--- src/rtl/alu_issue_ctrl_if.sv ---
// Handshake and ALU-side bundle between decode, the issue controller and the combinational ALU.
// The slave view is the controller; the master view is whatever drives requests and models the ALU.
interface alu_issue_ctrl_if #(
    parameter int W = 64
);
    logic         req_valid;
    logic         req_ready;
    logic [3:0]   req_op;
    logic [3:0]   req_cond;
    logic [W-1:0] req_a;
    logic [W-1:0] req_b;

    logic [W-1:0] alu_a;
    logic [W-1:0] alu_b;
    logic [4:0]   alu_fs;
    logic         alu_c0;
    logic [W-1:0] alu_f;
    logic [3:0]   alu_status;

    logic         rsp_valid;
    logic         rsp_ready;
    logic [W-1:0] rsp_result;
    logic         rsp_we;
    logic         rsp_taken;
    logic         rsp_err;

    modport slave (
        input  req_valid, req_op, req_cond, req_a, req_b, alu_f, alu_status, rsp_ready,
        output req_ready, alu_a, alu_b, alu_fs, alu_c0,
        output rsp_valid, rsp_result, rsp_we, rsp_taken, rsp_err
    );

    modport master (
        output req_valid, req_op, req_cond, req_a, req_b, alu_f, alu_status, rsp_ready,
        input  req_ready, alu_a, alu_b, alu_fs, alu_c0,
        input  rsp_valid, rsp_result, rsp_we, rsp_taken, rsp_err
    );
endinterface

--- src/rtl/alu_issue_ctrl.sv ---
// Issue controller for the LEGv8 ALU: decodes an op into (FS, C0), registers operands,
// captures the ALU result and status one cycle later and holds the response until taken.
module alu_issue_ctrl #(
    parameter int W = 64
) (
    input  logic             clock,
    input  logic             reset,
    alu_issue_ctrl_if.slave  bus,
    output logic [3:0]       flags
);
    typedef enum logic [1:0] {S_IDLE, S_EXEC, S_RESP} state_t;

    typedef struct packed {
        logic [4:0] fs;
        logic       c0;
        logic       we;
        logic       setf;
        logic       logic_flags;
        logic       bcond;
        logic       illegal;
    } dec_t;

    function automatic dec_t decode(input logic [3:0] op);
        dec_t d;
        d = '0;
        case (op)
            4'd0:  begin d.fs = 5'b01100; d.we = 1'b1; end
            4'd1:  begin d.fs = 5'b01110; d.c0 = 1'b1; d.we = 1'b1; end
            4'd2:  begin d.fs = 5'b00000; d.we = 1'b1; end
            4'd3:  begin d.fs = 5'b00100; d.we = 1'b1; end
            4'd4:  begin d.fs = 5'b01000; d.we = 1'b1; end
            4'd5:  begin d.fs = 5'b10000; d.we = 1'b1; end
            4'd6:  begin d.fs = 5'b10100; d.we = 1'b1; end
            4'd7:  begin d.fs = 5'b01100; d.we = 1'b1; d.setf = 1'b1; end
            4'd8:  begin d.fs = 5'b01110; d.c0 = 1'b1; d.we = 1'b1; d.setf = 1'b1; end
            4'd9:  begin d.fs = 5'b00000; d.we = 1'b1; d.setf = 1'b1; d.logic_flags = 1'b1; end
            4'd10: begin d.fs = 5'b01110; d.c0 = 1'b1; d.setf = 1'b1; end
            4'd11: d.bcond = 1'b1;
            default: d.illegal = 1'b1;
        endcase
        return d;
    endfunction

    // f is {V,C,N,Z}
    function automatic logic cond_eval(input logic [3:0] cc, input logic [3:0] f);
        logic v, c, n, z;
        {v, c, n, z} = f;
        case (cc)
            4'd0:    return z;
            4'd1:    return ~z;
            4'd2:    return c;
            4'd3:    return ~c;
            4'd4:    return n;
            4'd5:    return ~n;
            4'd6:    return v;
            4'd7:    return ~v;
            4'd8:    return c & ~z;
            4'd9:    return ~c | z;
            4'd10:   return n == v;
            4'd11:   return n != v;
            4'd12:   return ~z & (n == v);
            4'd13:   return z | (n != v);
            default: return 1'b1;
        endcase
    endfunction

    state_t       r_state, w_next;
    dec_t         r_dec;
    logic [3:0]   r_cond;
    logic [W-1:0] r_alu_a, r_alu_b;
    logic [W-1:0] r_result;
    logic         r_we, r_taken, r_err;
    logic [3:0]   r_flags;
    logic         w_req_ready, w_rsp_valid, w_accept;

    always_ff @(posedge clock or posedge reset) begin
        if (reset) r_state <= S_IDLE;
        else       r_state <= w_next;
    end

    always_comb begin
        w_next      = r_state;
        w_req_ready = 1'b0;
        w_rsp_valid = 1'b0;
        case (r_state)
            S_IDLE: begin
                w_req_ready = 1'b1;
                if (bus.req_valid) w_next = S_EXEC;
            end
            S_EXEC: w_next = S_RESP;
            S_RESP: begin
                w_rsp_valid = 1'b1;
                if (bus.rsp_ready) w_next = S_IDLE;
            end
            default: w_next = S_IDLE;
        endcase
    end

    assign w_accept = bus.req_valid & w_req_ready;

    // The decoded control word is kept whole: FS/C0 drive the ALU, the rest steers EXEC.
    always_ff @(posedge clock or posedge reset) begin
        if (reset) begin
            r_dec    <= '0;
            r_cond   <= '0;
            r_alu_a  <= '0;
            r_alu_b  <= '0;
            r_result <= '0;
            r_we     <= 1'b0;
            r_taken  <= 1'b0;
            r_err    <= 1'b0;
            r_flags  <= '0;
        end else begin
            if (w_accept) begin
                r_dec   <= decode(bus.req_op);
                r_cond  <= bus.req_cond;
                r_alu_a <= bus.req_a;
                r_alu_b <= bus.req_b;
            end
            if (r_state == S_EXEC) begin
                r_result <= (r_dec.bcond | r_dec.illegal) ? '0 : bus.alu_f;
                r_we     <= r_dec.we;
                r_err    <= r_dec.illegal;
                r_taken  <= r_dec.bcond & cond_eval(r_cond, r_flags);
                if (r_dec.setf)
                    r_flags <= r_dec.logic_flags ? {2'b00, bus.alu_status[1:0]} : bus.alu_status;
            end
        end
    end

    assign bus.req_ready  = w_req_ready;
    assign bus.rsp_valid  = w_rsp_valid;
    assign bus.alu_a      = r_alu_a;
    assign bus.alu_b      = r_alu_b;
    assign bus.alu_fs     = r_dec.fs;
    assign bus.alu_c0     = r_dec.c0;
    assign bus.rsp_result = r_result;
    assign bus.rsp_we     = r_we;
    assign bus.rsp_taken  = r_taken;
    assign bus.rsp_err    = r_err;
    assign flags          = r_flags;
endmodule

--- src/flat_wrapper.sv ---
// flat-port wrapper written by rule: the top's interface ports become plain ports
module alu_issue_ctrl_flat 
#(
    parameter int W = 64
)
  (clock, reset, flags, bus_req_valid, bus_req_op, bus_req_cond, bus_req_a, bus_req_b, bus_alu_f, bus_alu_status, bus_rsp_ready, bus_req_ready, bus_alu_a, bus_alu_b, bus_alu_fs, bus_alu_c0, bus_rsp_valid, bus_rsp_result, bus_rsp_we, bus_rsp_taken, bus_rsp_err);
  alu_issue_ctrl_if #(.W(W)) bus_i ();
  input  logic clock;
  input  logic reset;
  output logic [3:0] flags;
  input wire logic [$bits(bus_i.req_valid)-1:0] bus_req_valid;
  input wire logic [$bits(bus_i.req_op)-1:0] bus_req_op;
  input wire logic [$bits(bus_i.req_cond)-1:0] bus_req_cond;
  input wire logic [$bits(bus_i.req_a)-1:0] bus_req_a;
  input wire logic [$bits(bus_i.req_b)-1:0] bus_req_b;
  input wire logic [$bits(bus_i.alu_f)-1:0] bus_alu_f;
  input wire logic [$bits(bus_i.alu_status)-1:0] bus_alu_status;
  input wire logic [$bits(bus_i.rsp_ready)-1:0] bus_rsp_ready;
  output wire logic [$bits(bus_i.req_ready)-1:0] bus_req_ready;
  output wire logic [$bits(bus_i.alu_a)-1:0] bus_alu_a;
  output wire logic [$bits(bus_i.alu_b)-1:0] bus_alu_b;
  output wire logic [$bits(bus_i.alu_fs)-1:0] bus_alu_fs;
  output wire logic [$bits(bus_i.alu_c0)-1:0] bus_alu_c0;
  output wire logic [$bits(bus_i.rsp_valid)-1:0] bus_rsp_valid;
  output wire logic [$bits(bus_i.rsp_result)-1:0] bus_rsp_result;
  output wire logic [$bits(bus_i.rsp_we)-1:0] bus_rsp_we;
  output wire logic [$bits(bus_i.rsp_taken)-1:0] bus_rsp_taken;
  output wire logic [$bits(bus_i.rsp_err)-1:0] bus_rsp_err;
  assign bus_i.req_valid = bus_req_valid;
  assign bus_i.req_op = bus_req_op;
  assign bus_i.req_cond = bus_req_cond;
  assign bus_i.req_a = bus_req_a;
  assign bus_i.req_b = bus_req_b;
  assign bus_i.alu_f = bus_alu_f;
  assign bus_i.alu_status = bus_alu_status;
  assign bus_i.rsp_ready = bus_rsp_ready;
  assign bus_req_ready = bus_i.req_ready;
  assign bus_alu_a = bus_i.alu_a;
  assign bus_alu_b = bus_i.alu_b;
  assign bus_alu_fs = bus_i.alu_fs;
  assign bus_alu_c0 = bus_i.alu_c0;
  assign bus_rsp_valid = bus_i.rsp_valid;
  assign bus_rsp_result = bus_i.rsp_result;
  assign bus_rsp_we = bus_i.rsp_we;
  assign bus_rsp_taken = bus_i.rsp_taken;
  assign bus_rsp_err = bus_i.rsp_err;
  alu_issue_ctrl #(.W(W)) u_core (.clock(clock), .reset(reset), .bus(bus_i), .flags(flags));
endmodule
--- config.mk ---
export PLATFORM = sky130hd
export DESIGN_NAME = alu_issue_ctrl_flat
export DESIGN_NICKNAME = d
export VERILOG_FILES = /design/src/rtl/alu_issue_ctrl_if.sv /design/src/rtl/alu_issue_ctrl.sv /design/src/flat_wrapper.sv
export SDC_FILE = /design/constraint.sdc
export NUM_CORES = 1
export LEC_CHECK = 0
export ABC_AREA = 1
export CORE_ASPECT_RATIO = 1.75
export CORE_MARGIN = 3
export CORE_UTILIZATION = 27
export CTS_CLUSTER_DIAMETER = 200
export DETAILED_ROUTE_END_ITERATION = 10
export HOLD_SLACK_MARGIN = 0.06
export MAX_ROUTING_LAYER = met4
export PLACE_DENSITY = 0.61
export SYNTH_ARGS = -nofsm -noshare
export SYNTH_HDL_FRONTEND = slang
export SYNTH_SLANG_ARGS = --single-unit
export TNS_END_PERCENT = 5
--- constraint.sdc ---
create_clock -name clock -period 11.3 [get_ports clock]
set_input_delay 2.26 -clock clock [delete_from_list [all_inputs] [get_ports clock]]
set_output_delay 2.26 -clock clock [all_outputs]
set_load 0.01 [all_outputs]
=== Yosys cells after proc, flatten, opt, wreduce, memory -nomap -nowiden ===
Index checks and enable logic that the tools add are counted.

* Equal/unequal tests: 30
* Muxes and demuxes: 16
* Bitwise operators: 11
* Reductions and logical operators: 10

{| class="wikitable"
|+ Operator list
! kind !! number
|-
| 64-bit two-way mux || 1
|-
| 4-bit == test, second input constant || 10
|-
| 4-bit by 3-bit == test with 1-bit output, second input constant || 8
|-
| 5-bit case mux with 6 select lines || 1
|-
| 4-bit by 2-bit == test with 1-bit output, second input constant || 4
|-
| 1-bit case mux with 14 select lines || 1
|-
| 12-bit OR reduction || 1
|-
| 10-bit OR reduction || 1
|-
| 1-bit two-way mux || 9
|-
| 4-bit by 1-bit == test with 1-bit output, second input constant || 2
|-
| 4-bit logical NOT || 2
|-
| 2-bit case mux with 3 select lines || 1
|-
| 1-bit bitwise AND || 4
|-
| 2-bit two-way mux || 2
|-
| 4-bit two-way mux || 1
|-
| 2-bit inequality test, second input constant || 2
|-
| 1-bit inverter || 4
|-
| 2-bit AND reduction || 2
|-
| 4-bit OR reduction || 1
|-
| 1-bit bitwise OR || 3
|-
| 3-bit OR reduction || 1
|-
| 2-bit by 1-bit == test with 1-bit output, second input constant || 1
|-
| 2-bit == test, second input constant || 1
|-
| 2-bit logical NOT || 1
|-
| other kinds (3) || 3
|}

* Register bits: 216
* Output and inout bits: 207
* Logic and storage cells: 83

=== Depth between registers and ports, before layout ===
* Depth in word-level cells: 5
* Depth in mapped cells: 10
* Mapped depth without buffers: 10

=== Least setup slack after synthesis ===
No wires, ideal clock.

* Kind: reg-to-output
* Start: reg u_core.r_state[1]
* End: out bus_rsp_valid
* Arrival: 628 ps
* Data required time: 9,040 ps
* Setup slack: 8,412 ps
* Stages on the path, launching flop included: 3
* Buffers on the path: 0
* Cells stage by stage: dfrtp_1 inv_1 nor2_1

* Longest elaborated chain between the ends: 2

{| class="wikitable"
|+ Ends and longest elaborated chain
! element !! line !! source
|-
| start: declaration || alu_issue_ctrl.sv:67 || <nowiki>state_t r_state, w_next;</nowiki>
|-
| start signal: assignment || alu_issue_ctrl.sv:78 || <nowiki>else r_state <= w_next;</nowiki>
|-
| 2-bit == test || alu_issue_ctrl.sv:85 || <nowiki>case (r_state)</nowiki>
|-
| 1-bit two-way mux || alu_issue_ctrl.sv:85 ||
|-
| end: declaration || flat_wrapper.sv:24 || <nowiki>output wire logic [$bits(bus_i.rsp_valid)-1:0] bus_rsp_valid;</nowiki>
|}

No other way between the ends.

=== Final worst setup path ===
* Start: in bus_req_valid
* End: reg u_core.r_alu_b[0] (netlist: u_core.bus.alu_b[0])

* Longest elaborated chain between the ends: 1

{| class="wikitable"
|+ Ends and longest elaborated chain
! element !! line !! source
|-
| start: declaration || flat_wrapper.sv:11 || <nowiki>input wire logic [$bits(bus_i.req_valid)-1:0] bus_req_valid;</nowiki>
|-
| 1-bit bitwise AND || alu_issue_ctrl.sv:99 || <nowiki>assign w_accept = bus.req_valid & w_req_ready;</nowiki>
|-
| end signal: assignment || alu_issue_ctrl.sv:118 || <nowiki>r_alu_b <= bus.req_b;</nowiki>
|-
| end: declaration || alu_issue_ctrl.sv:70 || <nowiki>logic [W-1:0] r_alu_a, r_alu_b;</nowiki>
|}

No other way between the ends.
A chain may end at the register's enable or synchronous reset.

==> impl_results.md <==
- Port bufs: 413
- RSZ-0062 raised after global routing: false
- Setup Buffers After CTS: 0
- Die area: 33770 sq um
- First-pass GRT wire length: 43.46 mm
- Worst path slowest cell: buf_4
- Place WS: 6.328 ns
- Max-slew violations: 0
- Seq/Total Area, Yosys: 63.22%
- Drt pass-1 iters: 5
- Post-synthesis cell type count: 22
- F_max: 0.2259 GHz
- Startpoint Class: input port
- Clk slew on worst S/H paths: 0.06 ns
- Worst-path fanout max: 76
- Syn_nets: 1186
- Die Wd: 140.2 um
- Compound-Gate Fraction of Synth Area: 5.498%
- Combinational family with the most area after synthesis: simple AND/OR/NAND/NOR gates
- Total core area: 30950 sq um
- Highest cell delay on the worst timing path: 0.74 ns
- R2R cell count: 6
- Post-DP HPWL: 20.15 mm
- RD Place Congestion: 0.8135
- Initial antenna violation count: 1
- Row count: 85
- CTS sink count: 215
- Grt peak-use layer: met2
- Syn Area/Cell: 8.702 sq um
- RR Startpoint: u_core.r_state[0]
- Status: finished clean
- Clock period minus final worst setup slack: 4.427 ns
- CP delay by family, top: buffers and inverters
- WS Path Type: input port to flip-flop
- YS warnings: 0
- Worst reg2reg setup slack: 8.50 ns
- Worst VDD drop: 0.0001640 V
- Synth Register Bits: 215
- Initial Util: 27.50%
- Crit path depth: 6
- Placed Instances: 1733
- Vert. Die Dim: 240.9 um
- Setup TNS: 0 ns
- P&R area growth vs syn: 60.32%
- Rel. slew slack: 40.08%
- Most frequent CP cell: nand2_1
- Number of gates resized after cts: 0
- Final hold vios: 0
- Clk_lat worst skew: 0.52 ns
- Met1 Use GR: 18.68%
- Largest net degree at the start of global routing: 113
- Max_cap viols: 0
- Worst hold path type: flip-flop to flip-flop
- Worst EP required: 11.75 ns
- Pleak: 0.006519 uW
- Post-route ant nets: 0
- Final setup fails: 0
- Initial drt markers: 354
- CTS H-tree lvls: 1
- Critical path destination: u_core.bus.alu_b[0]
- Mux share of post-synthesis cell area: 0%
- Share of cells above drive strength 1: 3.478%
- Net count, final: 1574
- Global-route usage over all layers: 16.53%
- PwrDens: 275.2 nW/um^2
- # hold bufs at CTS: 0
- Cell Area, Synth: 8511 sq um
- Tightest Pin Transition: 0.8988 ns
- CP bufs+invs: 3
- Global route total overflow: 0
- Crit path DAT: 4.88 ns
- Residual DRC: 0
- Power, Total: 3755 uW
- Root Buffer Master: clkbuf_16
- Critical path, cell by cell: clkdlybuf4s50_1 > nand2_4 > inv_4 > buf_4 > nand2_1 > nand2_1
- CTS tree: yes
- Start point of the critical path: bus_req_valid
- Worst setup margin: 6.873 ns
- Vias per inst: 4.309
- Final Skew: 0.01077 ns
- XOR/XNOR share of the synthesized area: 0%
- Synth Area in Simple Gates: 26.62%
- CTS Buf Count: 22
- Synth Area in Adders: 0%
- Syn Inst Count: 978
- Wire per inst: 15.97 um
- Clock Path Buffers: 3
- Final Non-Filler Cells: 1774
- Number of global-route vias before repair: 7831
- Detailed Route WL: 28.32 mm
- GR Layer Usage met2: 29.07%
- Via Count: 7645
- RR Endpoint: u_core.bus.alu_b[0]
- Met3 GRT Util: 3.390%
- Endpoint type of the worst setup path: flip-flop
- Final worst-path cycle share: 39.17%
- IO Count: 415
through the flow:
| step | utilization (%) | instance area, sq um | hold slack (ns) |
|---|---|---|---|
| after CTS | 44.06 | 13640 | 0.4807 |
| after detailed placement | 41.64 | 12890 | 0.4639 |
| final | 44.09 | 13640 | 0.4768 |
| after global placement | 41.64 | 12890 | 0.4611 |
| after floorplan | - | 8511 | 0.4502 |
| after global routing | 44.07 | 13640 | 0.4962 |
kinds of logic after synthesis:
family	Yosys count
simple gates	593
buf+inv	78
compound gates	91
other cells	1
flops	215
sequential cells by signal (all words and copies together), names as in the netlist:
signal and cells:
u_core.bus.alu_a 64, u_core.bus.alu_b 64, u_core.bus.alu_c0 1, u_core.bus.alu_fs 4
u_core.bus.rsp_err 1, u_core.bus.rsp_result 64, u_core.bus.rsp_taken 1, u_core.bus.rsp_we 1
u_core.flags 4, u_core.r_cond 4, u_core.r_dec 5, u_core.r_state 2
how the worst min path moves through the flow:
stage | from | endpoint | depth (start not counted)
after floorplan | u_core.bus.alu_fs[1] | u_core.bus.alu_fs[1] | 2
after global placement | u_core.bus.alu_b[44] | u_core.bus.alu_b[44] | 2
after detailed placement | u_core.bus.alu_a[34] | u_core.bus.alu_a[34] | 2
after CTS | u_core.bus.alu_a[34] | u_core.bus.alu_a[34] | 2
after global routing | u_core.bus.alu_b[62] | u_core.bus.alu_b[62] | 2
final | u_core.bus.alu_a[34] | u_core.bus.alu_a[34] | 2
area by class of cell:
cell class / count / area (sq um)
multi-input combinational: 685 / 2743
fill: 3028 / 17300
sequential: 215 / 5380
timing repair buffer: 419 / 4179
clock inverter: 10 / 125.1
antenna: 3 / 7.507
inverter: 23 / 96.34
clock buffer: 28 / 624.3
tap: 391 / 489.2
worst min-delay path, delay by kind of cell, from the launching register on:
| family | cells | cell delay, ns |
|---|---|---|
| flops | 1 | 0.34 |
| simple gates | 2 | 0.10 |
report_power, final:
part | switching [uW] | leakage (uW) | internal [uW]
clock network | 313 | 0.000377 | 458
logic | 822 | 0.00346 | 832
registers | 206 | 0.00268 | 1120
layer usage:
metal  vias up  routed length (um)
met5         -                   0
met4         0                 811
met3        42                1915
met2       298               14960
met1      3528               10630
li1       3777                   -
cell usage in the layout, fill, tap and decap left out, types with 3 or more instances in the layout:
cell / netlist / final
a21oi_1: 4 / 4
diode_2: 0 / 3
nor2_1: 17 / 17
o21ai_0: 69 / 69
inv_1: 22 / 21
o21ai_1: 12 / 12
clkinv_2: 0 / 7
clkbuf_8: 0 / 3
dfrtp_1: 215 / 215
nand3_1: 12 / 12
nand2_1: 560 / 560
bufinv_16: 0 / 3
buf_4: 17 / 6
clkdlybuf4s50_1: 0 / 413
clkbuf_16: 0 / 23
synthesized netlist by cell type (all sizes together):
cell type	n	area share [%]
o21ai	81	4.8
o31ai	2	0.18
buf	40	2.9
o211ai	1	0.088
nor2	19	1.0
nand2	562	25
inv	23	1.0
a21oi	4	0.24
conb	1	0.044
a31oi	2	0.15
clkbuf	15	0.68
nand3	12	0.71
dfrtp	215	63
a22oi	1	0.088
Note: power is estimated with default switching activity, not from simulation.
==> variant (same flow settings) <==
Re-encode `state_t` (3 states) as one-hot, 3 bits wide.
--- a/src/rtl/alu_issue_ctrl.sv
+++ b/src/rtl/alu_issue_ctrl.sv
@@ -8,7 +8,7 @@
     alu_issue_ctrl_if.slave  bus,
     output logic [3:0]       flags
 );
-    typedef enum logic [1:0] {S_IDLE, S_EXEC, S_RESP} state_t;
+    typedef enum logic [2:0] {S_IDLE = 3'b001, S_EXEC = 3'b010, S_RESP = 3'b100} state_t;
 
     typedef struct packed {
         logic [4:0] fs;
Formal check against the unedited RTL: no difference found for any inputs over 4 cycles, from zero or initial values and one cycle with reset high; so few cycles prove little.
==> variant against the original RTL <==
Sequential cell count increased by 1; synthesized area up 0.84%; register-to-register slack got worse by 0.53 ns; total power increased by 1.3%; setup slack worse by 0.21 ns; routed wire length fell by 1.4%; design area rose by 0.37%; critical path type unchanged; largest cell class unchanged; highest routed layer unchanged.
==> variant: results (changes against the original RTL) <==
clock buffers - 33 (was 28)
wl on met1 - 10.9 mm (was 10.6 mm)
initial antenna violation count - 3 (was 1)
vias in the first global route - 7870 (was 7831)
largest net degree at the start of global routing - 140 (was 113)
Comb pwr share - 44.3% (was 44.1%)
mux contribution to synthesized area - 0.117% (was 0%)
Setup WS pre-CTS - 6.13 ns (was 6.33 ns)
worst hold start - u_core.bus.alu_a[12] (was u_core.bus.alu_a[34])
Pwr Density - 278 mW/mm² (was 275 mW/mm²)
Detail Route met3 WL - 1.96 mm (was 1.92 mm)
Max stage delay on crit path - 0.81 ns (was 0.74 ns)
Crit Path Max Fanout - 92 (was 76)
DP Area - 0.0129 mm² (about the same)
bufs w/o clock - 418 (was 419)
Inst Count DP - 1728 (was 1733)
GRT Overall Usage - 16.4% (was 16.5%)
clk_skew - 0.0107 ns (was 0.0108 ns)
library cells used by synthesis - 27 (was 22)
synth cell count leaders - 555 x nand2_1, 215 x dfrtp_1, 80 x o21ai_0 (was 560 x nand2_1, 215 x dfrtp_1, 69 x o21ai_0)
area grow syn2layout - 59.6% (was 60.3%)
GR Layer Usage met1 - 18.6% (was 18.7%)
final hold slack - 0.475 ns (was 0.477 ns)
Clock buffers and inverters, area share - 5.56% (was 5.49%)
met2 WL post-DR - 14.2 mm (was 15.0 mm)
status - complete, no violations (unchanged)
Synth Area in XOR/XNOR - 0.102% (was 0%)
GRT met3 Usage - 3.44% (was 3.39%)
Slew headroom - 28.4% (was 40.1%)
Post-DP HPWL - 19.6 mm (was 20.1 mm)
==> variant: cell types whose count changed in the layout (fill, tap and decap cells not counted), sizes merged, moves of 2 or more <==
| cell | before | now |
|---|---|---|
| a31oi | 2 | 0 |
| nand3 | 12 | 14 |
| nand2 | 562 | 556 |
| a21oi | 4 | 2 |
| a2bb2oi | 0 | 2 |
| clkinv | 7 | 4 |
| clkbuf | 28 | 33 |
| nor2 | 19 | 13 |
| nor3 | 0 | 4 |
==> variant: how the worst max path moves through the flow <==
stage | from | end | slack (ns) | depth (start not counted)
after CTS | bus_req_valid | u_core.bus.alu_a[37] | 6.68 | 6
final | bus_req_valid | u_core.bus.alu_a[37] | 6.66 | 6
after detailed placement | bus_req_valid | u_core.bus.alu_a[37] | 6.13 | 6
after global routing | bus_req_valid | u_core.bus.alu_a[21] | 6.44 | 6
after floorplan | reset | u_core.bus.alu_a[0] | 3.13 | 1
after global placement | bus_req_valid | u_core.bus.alu_a[29] | 6.20 | 6
